===== src/rtl/trace_pkg.sv =====
`default_nettype none
// ============================================================================
// trace_pkg -- record headers, FSM encoding and trace-entry layout shared by
//              the trace_uart_tx debug tap and its FIFO.
// Revision: 1.0
// ============================================================================
package trace_pkg;

  localparam logic [7:0] REC_HDR_REG = 8'h52;
  localparam logic [7:0] REC_HDR_MEM = 8'h4D;
  localparam int         REC_BYTES   = 7;

  localparam logic [2:0] ST_IDLE   = 3'd0;
  localparam logic [2:0] ST_LOAD   = 3'd1;
  localparam logic [2:0] ST_START  = 3'd2;
  localparam logic [2:0] ST_DATA   = 3'd3;
  localparam logic [2:0] ST_PARITY = 3'd4;
  localparam logic [2:0] ST_STOP   = 3'd5;

  // Entry = {rV, brAddr, brDataIn, mV, memAddr, memDataIn}; memAddr width is added by the user.
  localparam int ENTRY_FIXED_W = 1 + 5 + 32 + 1 + 32;

  typedef struct packed {
    logic        rv;
    logic [4:0]  addr;
    logic [31:0] data;
  } reg_evt_t;

endpackage
`default_nettype wire


===== src/rtl/trace_fifo.sv =====
`default_nettype none
// ============================================================================
// trace_fifo -- synchronous FIFO, extra-bit pointers for full/empty.
//               A push into a full FIFO is accepted when a pop happens in the same cycle.
// Revision: 1.0
// ============================================================================
module trace_fifo #(
  parameter int WIDTH = 8,
  parameter int DEPTH = 8
) (
  input  logic                   clk,
  input  logic                   rst_n,
  input  logic                   i_push,
  input  logic [WIDTH-1:0]       i_din,
  input  logic                   i_pop,
  output logic [WIDTH-1:0]       o_dout,
  output logic                   o_full,
  output logic                   o_empty,
  output logic [$clog2(DEPTH):0] o_count
);

  localparam int AW = $clog2(DEPTH);

  logic [AW:0]      r_wr_ptr;
  logic [AW:0]      r_rd_ptr;
  logic [WIDTH-1:0] r_mem [DEPTH];
  logic             w_push_ok;
  logic             w_pop_ok;

  assign o_empty   = (r_wr_ptr == r_rd_ptr);
  assign o_full    = (r_wr_ptr[AW] != r_rd_ptr[AW]) &&
                     (r_wr_ptr[AW-1:0] == r_rd_ptr[AW-1:0]);
  assign w_pop_ok  = i_pop & ~o_empty;
  assign w_push_ok = i_push & (~o_full | w_pop_ok);
  assign o_count   = r_wr_ptr - r_rd_ptr;
  assign o_dout    = r_mem[r_rd_ptr[AW-1:0]];

  always_ff @(posedge clk or negedge rst_n) begin
    if (!rst_n) begin
      r_wr_ptr <= '0;
      r_rd_ptr <= '0;
    end else begin
      if (w_push_ok) r_wr_ptr <= r_wr_ptr + 1'b1;
      if (w_pop_ok)  r_rd_ptr <= r_rd_ptr + 1'b1;
    end
  end

  // Storage needs no reset: pointers define what is valid.
  always_ff @(posedge clk) begin
    if (w_push_ok) r_mem[r_wr_ptr[AW-1:0]] <= i_din;
  end

endmodule
`default_nettype wire


===== src/rtl/trace_uart_tx.sv =====
`default_nettype none
// ============================================================================
// trace_uart_tx -- captures core register/memory writes into a FIFO and sends
//                  them as 7-byte records on a UART line (8N1, or 8E1 when
//                  TRACE_PARITY_EN is defined).
// Revision: 1.0
// ============================================================================
module trace_uart_tx
  import trace_pkg::*;
#(
  parameter int CLK_DIV    = 434,
  parameter int FIFO_DEPTH = 8,
  parameter int MEM_ADDR_W = 14
) (
  input  logic                        clk,
  input  logic                        rst,
  input  logic                        brWrite,
  input  logic [4:0]                  brAddr,
  input  logic [31:0]                 brDataIn,
  input  logic                        memWr,
  input  logic [MEM_ADDR_W-1:0]       memAddr,
  input  logic [31:0]                 memDataIn,
  output logic                        txd,
  output logic                        busy,
  output logic                        overflow,
  output logic [$clog2(FIFO_DEPTH):0] fifoCount
);

  localparam int          c_ENTRY_W     = ENTRY_FIXED_W + MEM_ADDR_W;
  localparam logic [15:0] c_BAUD_RELOAD = 16'(CLK_DIV - 1);
  localparam logic [2:0]  c_LAST_BYTE   = 3'(REC_BYTES - 1);

  logic [2:0]            r_state;
  logic                  r_txd;
  logic                  r_overflow;
  logic [15:0]           r_baud;
  logic [2:0]            r_bit;
  logic [2:0]            r_byte;
  logic [7:0]            r_shift;
  logic                  r_is_mem;
  logic                  r_mem_pending;
  logic [4:0]            r_reg_addr;
  logic [31:0]           r_reg_data;
  logic [MEM_ADDR_W-1:0] r_mem_addr;
  logic [31:0]           r_mem_data;

  logic                  w_push;
  logic                  w_pop;
  logic                  w_full;
  logic                  w_empty;
  logic                  w_drop;
  logic [c_ENTRY_W-1:0]  w_fifo_din;
  logic [c_ENTRY_W-1:0]  w_fifo_dout;
  reg_evt_t              w_reg_evt;
  logic                  w_mem_v;
  logic                  w_baud_done;
  logic [15:0]           w_mem_addr16;
  logic [7:0]            w_byte;

  assign w_push     = brWrite | memWr;
  assign w_pop      = (r_state == ST_LOAD);
  assign w_drop     = w_push & w_full & ~w_pop;
  assign w_fifo_din = {brWrite, brAddr, brDataIn, memWr, memAddr, memDataIn};

  trace_fifo #(
    .WIDTH (c_ENTRY_W),
    .DEPTH (FIFO_DEPTH)
  ) u_fifo (
    .clk     (clk),
    .rst_n   (rst),
    .i_push  (w_push),
    .i_din   (w_fifo_din),
    .i_pop   (w_pop),
    .o_dout  (w_fifo_dout),
    .o_full  (w_full),
    .o_empty (w_empty),
    .o_count (fifoCount)
  );

  assign w_reg_evt    = w_fifo_dout[c_ENTRY_W-1 -: $bits(reg_evt_t)];
  assign w_mem_v      = w_fifo_dout[MEM_ADDR_W+32];
  assign w_baud_done  = (r_baud == 16'd0);
  assign w_mem_addr16 = 16'(r_mem_addr);

  // Byte currently on the wire, chosen from the held entry by record type and index.
  always_comb begin
    w_byte = 8'h00;
    if (!r_is_mem) begin
      case (r_byte)
        3'd0:    w_byte = REC_HDR_REG;
        3'd1:    w_byte = 8'h00;
        3'd2:    w_byte = {3'b000, r_reg_addr};
        3'd3:    w_byte = r_reg_data[31:24];
        3'd4:    w_byte = r_reg_data[23:16];
        3'd5:    w_byte = r_reg_data[15:8];
        default: w_byte = r_reg_data[7:0];
      endcase
    end else begin
      case (r_byte)
        3'd0:    w_byte = REC_HDR_MEM;
        3'd1:    w_byte = w_mem_addr16[15:8];
        3'd2:    w_byte = w_mem_addr16[7:0];
        3'd3:    w_byte = r_mem_data[31:24];
        3'd4:    w_byte = r_mem_data[23:16];
        3'd5:    w_byte = r_mem_data[15:8];
        default: w_byte = r_mem_data[7:0];
      endcase
    end
  end

  always_ff @(posedge clk or negedge rst) begin
    if (!rst) begin
      r_state       <= ST_IDLE;
      r_txd         <= 1'b1;
      r_overflow    <= 1'b0;
      r_baud        <= 16'd0;
      r_bit         <= 3'd0;
      r_byte        <= 3'd0;
      r_shift       <= 8'h00;
      r_is_mem      <= 1'b0;
      r_mem_pending <= 1'b0;
      r_reg_addr    <= 5'd0;
      r_reg_data    <= 32'd0;
      r_mem_addr    <= '0;
      r_mem_data    <= 32'd0;
    end else begin
      if (w_drop) r_overflow <= 1'b1;
      case (r_state)
        ST_IDLE: begin
          r_txd <= 1'b1;
          if (!w_empty) r_state <= ST_LOAD;
        end
        ST_LOAD: begin
          r_reg_addr    <= w_reg_evt.addr;
          r_reg_data    <= w_reg_evt.data;
          r_mem_addr    <= w_fifo_dout[MEM_ADDR_W+31:32];
          r_mem_data    <= w_fifo_dout[31:0];
          r_is_mem      <= ~w_reg_evt.rv;
          r_mem_pending <= w_reg_evt.rv & w_mem_v;
          r_byte        <= 3'd0;
          r_baud        <= c_BAUD_RELOAD;
          r_txd         <= 1'b0;
          r_state       <= ST_START;
        end
        ST_START: begin
          if (w_baud_done) begin
            r_baud  <= c_BAUD_RELOAD;
            r_txd   <= w_byte[0];
            r_shift <= w_byte >> 1;
            r_bit   <= 3'd0;
            r_state <= ST_DATA;
          end else begin
            r_baud <= r_baud - 1'b1;
          end
        end
        ST_DATA: begin
          if (w_baud_done) begin
            r_baud <= c_BAUD_RELOAD;
            if (r_bit == 3'd7) begin
`ifdef TRACE_PARITY_EN
              r_txd   <= ^w_byte;
              r_state <= ST_PARITY;
`else
              r_txd   <= 1'b1;
              r_state <= ST_STOP;
`endif
            end else begin
              r_txd   <= r_shift[0];
              r_shift <= r_shift >> 1;
              r_bit   <= r_bit + 3'd1;
            end
          end else begin
            r_baud <= r_baud - 1'b1;
          end
        end
`ifdef TRACE_PARITY_EN
        ST_PARITY: begin
          if (w_baud_done) begin
            r_baud  <= c_BAUD_RELOAD;
            r_txd   <= 1'b1;
            r_state <= ST_STOP;
          end else begin
            r_baud <= r_baud - 1'b1;
          end
        end
`endif
        ST_STOP: begin
          if (w_baud_done) begin
            r_baud <= c_BAUD_RELOAD;
            if (r_byte != c_LAST_BYTE) begin
              r_byte  <= r_byte + 3'd1;
              r_txd   <= 1'b0;
              r_state <= ST_START;
            end else if (r_mem_pending) begin
              // Second half of a dual entry: memory record follows without a FIFO pop.
              r_is_mem      <= 1'b1;
              r_mem_pending <= 1'b0;
              r_byte        <= 3'd0;
              r_txd         <= 1'b0;
              r_state       <= ST_START;
            end else if (!w_empty) begin
              r_state <= ST_LOAD;
            end else begin
              r_state <= ST_IDLE;
            end
          end else begin
            r_baud <= r_baud - 1'b1;
          end
        end
        default: begin
          r_txd   <= 1'b1;
          r_state <= ST_IDLE;
        end
      endcase
    end
  end

  assign txd      = r_txd;
  assign overflow = r_overflow;
  assign busy     = (r_state != ST_IDLE) | (fifoCount != '0);

endmodule
`default_nettype wire


===== config.mk =====
export PLATFORM = sky130hd
export DESIGN_NAME = trace_uart_tx
export DESIGN_NICKNAME = d
export VERILOG_FILES = /design/src/rtl/trace_pkg.sv /design/src/rtl/trace_fifo.sv /design/src/rtl/trace_uart_tx.sv
export SDC_FILE = /design/constraint.sdc
export NUM_CORES = 1
export LEC_CHECK = 0
export CAP_MARGIN = 20
export CORE_ASPECT_RATIO = 0.8
export CORE_UTILIZATION = 55
export CTS_BUF_LIST = sky130_fd_sc_hd__clkbuf_2 sky130_fd_sc_hd__clkbuf_4 sky130_fd_sc_hd__clkbuf_8
export DETAILED_ROUTE_END_ITERATION = 8
export GPL_ROUTABILITY_DRIVEN = 0
export GPL_TIMING_DRIVEN = 1
export PLACE_DENSITY = 0.75
export SETUP_SLACK_MARGIN = 0.5
export SYNTH_ARGS = -nofsm -noshare
export SYNTH_HDL_FRONTEND = slang
export SYNTH_SLANG_ARGS = --single-unit
export TNS_END_PERCENT = 50

===== constraint.sdc =====
create_clock -name clk -period 9.5 [get_ports clk]
set_input_delay 2.375 -clock clk [delete_from_list [all_inputs] [get_ports clk]]
set_output_delay 2.375 -clock clk [all_outputs]
set_load 0.01 [all_outputs]

==> key figures, run 1 <==
Cells and area
  – Area grow syn2layout: 13.7%
  – Final #Nets: 1,989
  – Cell area after layout: 0.0359 mm²
  – Fraction of layout instances using a drive strength above 1: between 20% and 30%
  – ANT cells: 0

Pwr
  – Sw Share: 28.3%
  – Reg power frac: 49.5%
  – P_leak: roughly 12 nW
  – Logic gate share of total power: between 20 and 25%
  – P_sw: 2.91 mW
  – Power share of the clock group: about 28%
  – VDD IR max: 0.186 mV
  – Internal cell power: 7.38 mW
  – P per Cell Area: 287 mW/mm²

Worst setup path
  – Worst Path Required: 7.13 ns
  – Depth of the most critical reg-to-reg path: 8
  – CP Capture Type: output pin
  – Slowest Stage Delay on Critical Path: 0.74 ns
  – Critical-path cell list: ha_1 -> fa_1 -> inv_1 -> or4_1 -> or4_1 -> clkdlybuf4s50_1
  – Worst EP arrival: approximately 3.8 ns
  – Crit path max fanout: 34
  – Slowest cell on crit path: dfrtp_4
  – Kind of cell adding the most delay to the critical path: simple AND/OR/NAND/NOR gates
  – Most frequent CP cell: or4_1
  – Setup Crit Path Kind: reg2out
  – Worst path depth: 6
  – CP bufs+invs: 2
  – Startpoint type of the worst setup path: flip-flop

Logic synthesis
  – Largest family of logic cells by synthesized area: multiplexers
  – Synth Area in Adders: less than 1%
  – Yosys top cell area share: around two thirds
  – Syn_area_per_cell: 18.0 µm²
  – Synthesized cell area: 0.0315 mm²
  – Area contributors post-synth: edfxtp_1 65%, mux4_2 12%, dfrtp_1 10%, nand2_1 2.5%, a31oi_1 1.8%
  – Synth Area in XOR/XNOR: 0.444%
  – Simple-gate portion of the synthesized area: approximately 5.7%
  – Fraction of registers with async set or reset after synthesis: 15.7%
  – Post-synth EDFFs: 680
  – Flops & latches, synth: between 800 and 900
  – Post-Synthesis Cells: 1,749
  – Sequential share of the synthesized area: 74.8%
  – Unique masters post-synth: 71
  – Yosys top cell by area: edfxtp_1
  – Syn_nets: 1,847
  – Mux contribution to synthesized area: 12.6%
  – Yosys warning count: 0
  – Compound-gate portion of the synthesized area: 4.54%
  – Post-synth top flop: edfxtp_1

Global route
  – GRT Residual Overflow: 0
  – Largest net degree at the start of global routing: 109
  – Number of global-route vias before repair: ~17,000
  – First-pass GRT wire length: 105,000 µm
  – GRT Total Usage: 24.1%
  – Initial antenna violation count: 0

STA
  – Crit path time final: roughly 6.2 ns
  – Final Hold Fails: 0
  – Worst Tran Pin Value: 1.14 ns
  – Skew final: 0.0356 ns
  – WHS: 0.482 ns
  – RSZ-0062 raised after global routing: no
  – Setup TNS: 0 ns
  – Final WS setup: 3.34 ns
  – Final period utilization: between 60% and 70%
  – Final Max Tran Viols: 0
  – Rel. slew slack: 24.0%
  – # setup viols final: 0
  – Maximum clock rate: 0.162 GHz

Status
  – Status: completed

Floorplan
  – Die Ht: 216 µm
  – Die X-Extent: approximately 270 µm
  – Initial core utilization: 55.6%
  – DIE AREA: between 0.05 and 0.06 mm²
  – Core Region: 0.0567 mm²
  – FP Rows: just under 80
  – Boundary Pins: 94

CTS
  – Clock transition at the registers of the reported paths: around 0.060 ns
  – Post-CTS Setup Bufs: 0
  – Clock Latency Late Sink: 0.72 ns
  – CTS H-tree lvls: 3
  – CTS resizes: 0
  – Clock Path Buffers: 3
  – Root Driver: clkbuf_8
  – CTS Hold Bufs: 0
  – Cts bufs inserted: 114
  – CTS tree: built
  – CTS sink cnt: 807

Drt
  – Avg WL per Cell: 24.9 µm
  – First drt pass iteration count: 5
  – Final wirelength: 68,600 µm
  – 1st-iter DRT viols: 1,700
  – Remaining DRCs: 0
  – Vias: 16,800
  – DR vias/cell: 6.10
  – Remaining antenna violation count: 0

Min path
  – Hold depth: 1
  – HP Class: reg2reg

Placement
  – Dpl hpwl: 39,700 µm
  – Placed inst area: about 0.033 mm²
  – Pre-CTS setup slack: 3.40 ns
  – Buffers on Ports: 93

Run
  – MaxCap Viol Count: 0
## layout make-up
| cell class | instances | area (µm²) |
|---|---|---|
| Inverter | 18 | 67.6 |
| Timing Repair Buffer | 123 | 1170 |
| Sequential cell | 807 | 23600 |
| Fill cell | 3811 | 20800 |
| Multi-Input combinational cell | 827 | 7540 |
| Tap cell | 760 | 951 |
| Clock inverter | 28 | 220 |
| Clock buffer | 187 | 2310 |
## path summary, 6_finish.rpt
path,slack [ns],from,to
worst max register to register,4.81,u_fifo.r_rd_ptr[1]$_DFFE_PN0P_,u_fifo.r_mem[2][51]$_DFFE_PP_
min in group asynchronous,1.71,rst,r_reg_data[19]$_DFFE_PN0N_
worst max-delay path,3.34,u_fifo.r_rd_ptr[0]$_DFFE_PN0P_,busy
worst min register to register,0.48,r_shift[6]$_DFFE_PN0P_,r_shift[6]$_DFFE_PN0P_
max in group asynchronous,6.34,rst,r_mem_data[26]$_DFFE_PN0N_
worst min-delay path,0.48,r_shift[6]$_DFFE_PN0P_,r_shift[6]$_DFFE_PN0P_
## layout by cell type (no fill, tap or decap), types with 11 or more instances in the layout
cell type	n
nand2_1	209
o21ai_0	15
nor2_1	109
buf_4	29
a31oi_1	90
clkdlybuf4s50_1	92
dfrtp_1	123
clkbuf_8	145
inv_1	17
clkbuf_4	42
nor2b_1	13
mux4_2	170
edfxtp_1	680
a21oi_1	20
clkinv_2	13
nand3_1	12
mux2_2	11
## per-stage QoR
stage / util, % / power (mW) / std cells
floorplan: - / 6.76 / 1749
global placement: 58.8 / 7.42 / 2535
detailed placement: 58.8 / 7.50 / 2535
CTS: 63.3 / 10.4 / 2750
global route: 63.3 / 10.7 / 2750
finish: 63.3 / 10.3 / 2750
## cell families after synthesis
group                    after synthesis
flip-flops                           807
AO/OA/AOI/OAI                        207
XOR/XNOR                              16
buffers and inverters                115
AND/OR/NAND/NOR                      411
multiplexers                         182
adder cells (fa/ha/maj)               11
## registers in the layout, indices dropped and copies added (netlist names)
name             count
r_mem_pending        1
r_state              3
u_fifo.r_rd_ptr      4
r_reg_data          32
r_bit                3
overflow             1
u_fifo.r_wr_ptr      4
r_mem_data          32
txd                  1
r_is_mem             1
u_fifo.r_mem       680
r_mem_addr          14
r_baud              16
r_byte               3
r_shift              7
r_reg_addr           5
## synthesized netlist by cell type (4+ instances only)
cell,instances
edfxtp_1,680
nand2_1,209
mux4_2,170
dfrtp_1,126
nor2_1,116
a31oi_1,90
clkbuf_1,62
buf_2,21
a21oi_1,20
inv_1,18
o21ai_0,15
buf_1,13
nor2b_1,13
nand3_1,12
mux2_2,11
ha_1,10
o31ai_1,9
xnor2_1,9
a221oi_1,8
a22o_1,8
nor3_1,8
nand2b_1,7
xor2_1,7
o211ai_1,6
or4_1,6
nand3b_1,5
nand4_1,5
nor3b_1,5
nor4_1,5
o41ai_1,5
a221o_1,4
a22oi_1,4
and2_1,4
o21a_1,4
or3_1,4
## power by group through the flow
stage / sequential (mW) / combinational, mW / clock [mW]
finish: 5.09 / 2.30 / 2.89
global route: 5.16 / 2.50 / 3.09
CTS: 5.10 / 2.34 / 2.94
detailed placement: 5.16 / 2.34 / 0
global placement: 5.11 / 2.31 / 0
floorplan: 5.03 / 1.72 / 0
## per-layer routing
metal,share of wire [%],global-route usage [%],wire [µm],vias up
li1,-,-,-,7241
met1,41,33.2,28300,8708
met2,49,38.7,33500,711
met3,7.8,5.74,5370,114
met4,2.1,6.97,1430,0
met5,0,0,0,-
No activity file was read; power rests on OpenSTA's default activity.
==> inputs of run 2 (changes only) <==
- clock period: 9.5 -> 6.3 ns (I/O delays scaled with it)
==> run 2 against run 1 <==
  * Routed wire length barely moved
  * Die area did not move
  * First-iteration DRC count rose by 11%
  * Critical path depth did not move
  * Non-clock buffer count did not move
  * Critical endpoint unchanged
  * Highest routed layer is now met5
  * Register-to-register slack got worse by 2.8 ns
  * Power rose by 50%
==> key figures, run 2 (synthesis results as in run 1) <==
Floorplan
  – DIE AREA: 0.0583 mm²
  – Initial core utilization: 55.6%
  – FP Rows: 78
  – Boundary Pins: 94
  – Die X-Extent: 270 µm
  – Die Ht: between 200 and 250 µm
  – Core Region: 0.0567 mm²

Worst setup path
  – Depth of the most critical reg-to-reg path: 7
  – Critical Path Start: u_fifo.r_rd_ptr[0]$_DFFE_PN0P_
  – Reg-to-Reg Start: u_fifo.r_rd_ptr[2]$_DFFE_PN0P_
  – Worst Path Required: between 4 and 5 ns
  – Worst EP arrival: 3.87 ns
  – Worst reg-to-reg setup slack: around 2.0 ns
  – Crit path max fanout: 34
  – Setup Crit Path Kind: reg2out
  – Most frequent CP cell: or4_1
  – Reg2Reg Capture Point: u_fifo.r_mem[6][62]$_DFFE_PP_
  – Startpoint type of the worst setup path: flip-flop
  – CP Capture Type: output pin
  – Slowest Stage Delay on Critical Path: between 0.7 and 0.8 ns
  – Critical-path cell list: ha_1 -> fa_1 -> inv_1 -> or4_1 -> or4_1 -> clkdlybuf4s50_1
  – Slowest cell on crit path: dfrtp_4

Status
  – Status: completed

CTS
  – Cts bufs inserted: between 100 and 150
  – Post-CTS Setup Bufs: 0
  – CTS resizes: 0
  – CTS Hold Bufs: 0
  – CTS sink cnt: 807
  – Root Driver: clkbuf_8
  – Clock Path Buffers: 3
  – CTS H-tree lvls: 3
  – Clock transition at the registers of the reported paths: 0.07 ns
  – CTS tree: built
  – Clock Latency Late Sink: 0.72 ns

STA
  – Setup TNS: 0 ns
  – WHS: 0.490 ns
  – Crit path time final: 5.45 ns
  – Maximum clock rate: approximately 0.18 GHz
  – Final WS setup: 0.853 ns
  – Rel. slew slack: 25.1%
  – RSZ-0062 raised after global routing: no
  – Final Hold Fails: 0
  – Skew final: roughly 0.043 ns
  – # setup viols final: 0
  – Final period utilization: 86.5%
  – Final Max Tran Viols: 0
  – Worst Tran Pin Value: 1.12 ns

Pwr
  – P_leak: approximately 12 nW
  – P per Cell Area: 432 mW/mm²
  – VDD IR max: between 0.3 and 0.4 mV

Placement
  – Pre-CTS setup slack: ~1.5 ns
  – Buffers on Ports: 93
  – Placed cells: 2,535
  – Dpl hpwl: just under 40,000 µm
  – Placed inst area: 0.0334 mm²

Cells and area
  – Most common cell after layout, fill and taps aside: edfxtp_1
  – Fraction of layout instances using a drive strength above 1: 21.5%
  – FILL cells: 3,839
  – Final #Nets: 1,990
  – Largest register FFs: 680
  – Cell area after layout: 0.0358 mm²
  – Final cell count without fillers: between 2,000 and 3,000
  – Area grow syn2layout: 13.6%
  – Commonest cells after routing, fill and taps aside: 680 x edfxtp_1, 209 x nand2_1, 170 x mux4_2

Global route
  – Largest net degree at the start of global routing: 151
  – GRT Residual Overflow: 0
  – Initial antenna violation count: 3
  – GRT Total Usage: 24.1%
  – Number of global-route vias before repair: 17,000
  – First-pass GRT wire length: 104,000 µm

Min path
  – Hold Path Origin: r_baud[15]$_DFFE_PN0P_
  – HP Class: reg2reg
  – Hold Path End: r_baud[15]$_DFFE_PN0P_
  – Hold depth: 1

Drt
  – 1st-iter DRT viols: 1,887
  – Final wirelength: roughly 69,000 µm
  – DR vias/cell: 6.17
  – First drt pass iteration count: 8
  – Highest routed layer: met5
  – Vias: roughly 17,000
  – Remaining DRCs: 0
  – Avg WL per Cell: between 20 and 25 µm
  – Met1 WL: roughly 28,000 µm
  – Remaining antenna violation count: 0
  – Met3 WL: 6490 µm
  – Met2 WL post-DR: 31,800 µm

Run
  – MaxCap Viol Count: 0
[run 2: cell count changes in the layout (fill, tap and decap cells not counted), sizes merged]
cell,delta
clkbuf,-22
clkinv,+23
diode,+1
inv,-2
bufinv,+1
[run 2: layout make-up]
class | count | area, µm² | area share, %
flip-flops and latches | 807 | 23600 | 65.9
multi-input cells | 827 | 7540 | 21.1
clock buffers | 165 | 2070 | 5.78
repair buffers | 123 | 1230 | 3.44
well taps | 760 | 951 | 2.65
clock inverters | 50 | 343 | 0.957
inverters | 18 | 68.8 | 0.192
diodes | 1 | 2.50 | 0.00699
[run 2: metal layers]
metal  up-vias  global-route usage [%]
met5         -                    1.07
met4         6                    8.13
met3       148                    6.64
met2       815                    36.6
met1      8772                    33.9
li1       7243                       -
[run 2: critical path, delay by kind of cell, from the launching register on]
family / cells / cell delay [ns]
fa+ha+maj: 2 / 0.83
buf+inv: 2 / 0.58
flops: 1 / 0.72
simple gates: 2 / 1.01
[run 2: power by group]
| part | internal, mW | switching (mW) | total (mW) |
|---|---|---|---|
| combinational | 1.59 | 1.97 | 3.56 |
| clock | 2.28 | 1.94 | 4.22 |
| sequential | 7.12 | 0.568 | 7.69 |
| total | 11.0 | 4.48 | 15.5 |
[run 2: how the worst max path moves through the flow]
stage	slack, ns	cells past startpoint	endpoint
2_1_floorplan	-0.22	9	u_fifo.r_mem[3][0]$_DFFE_PP_
4_1_cts	0.79	6	busy
3_3_place_gp	1.57	6	busy
6_report	0.85	6	busy
3_5_place_dp	1.49	6	u_fifo.r_mem[6][74]$_DFFE_PP_
5_1_grt	0.70	6	busy
[run 2: through the flow]
stage	util, %	total power [mW]
finish	63.2	15.5
global placement	58.9	11.3
floorplan	-	10.2
global route	63.2	16.2
CTS	63.2	15.6
detailed placement	58.9	11.4
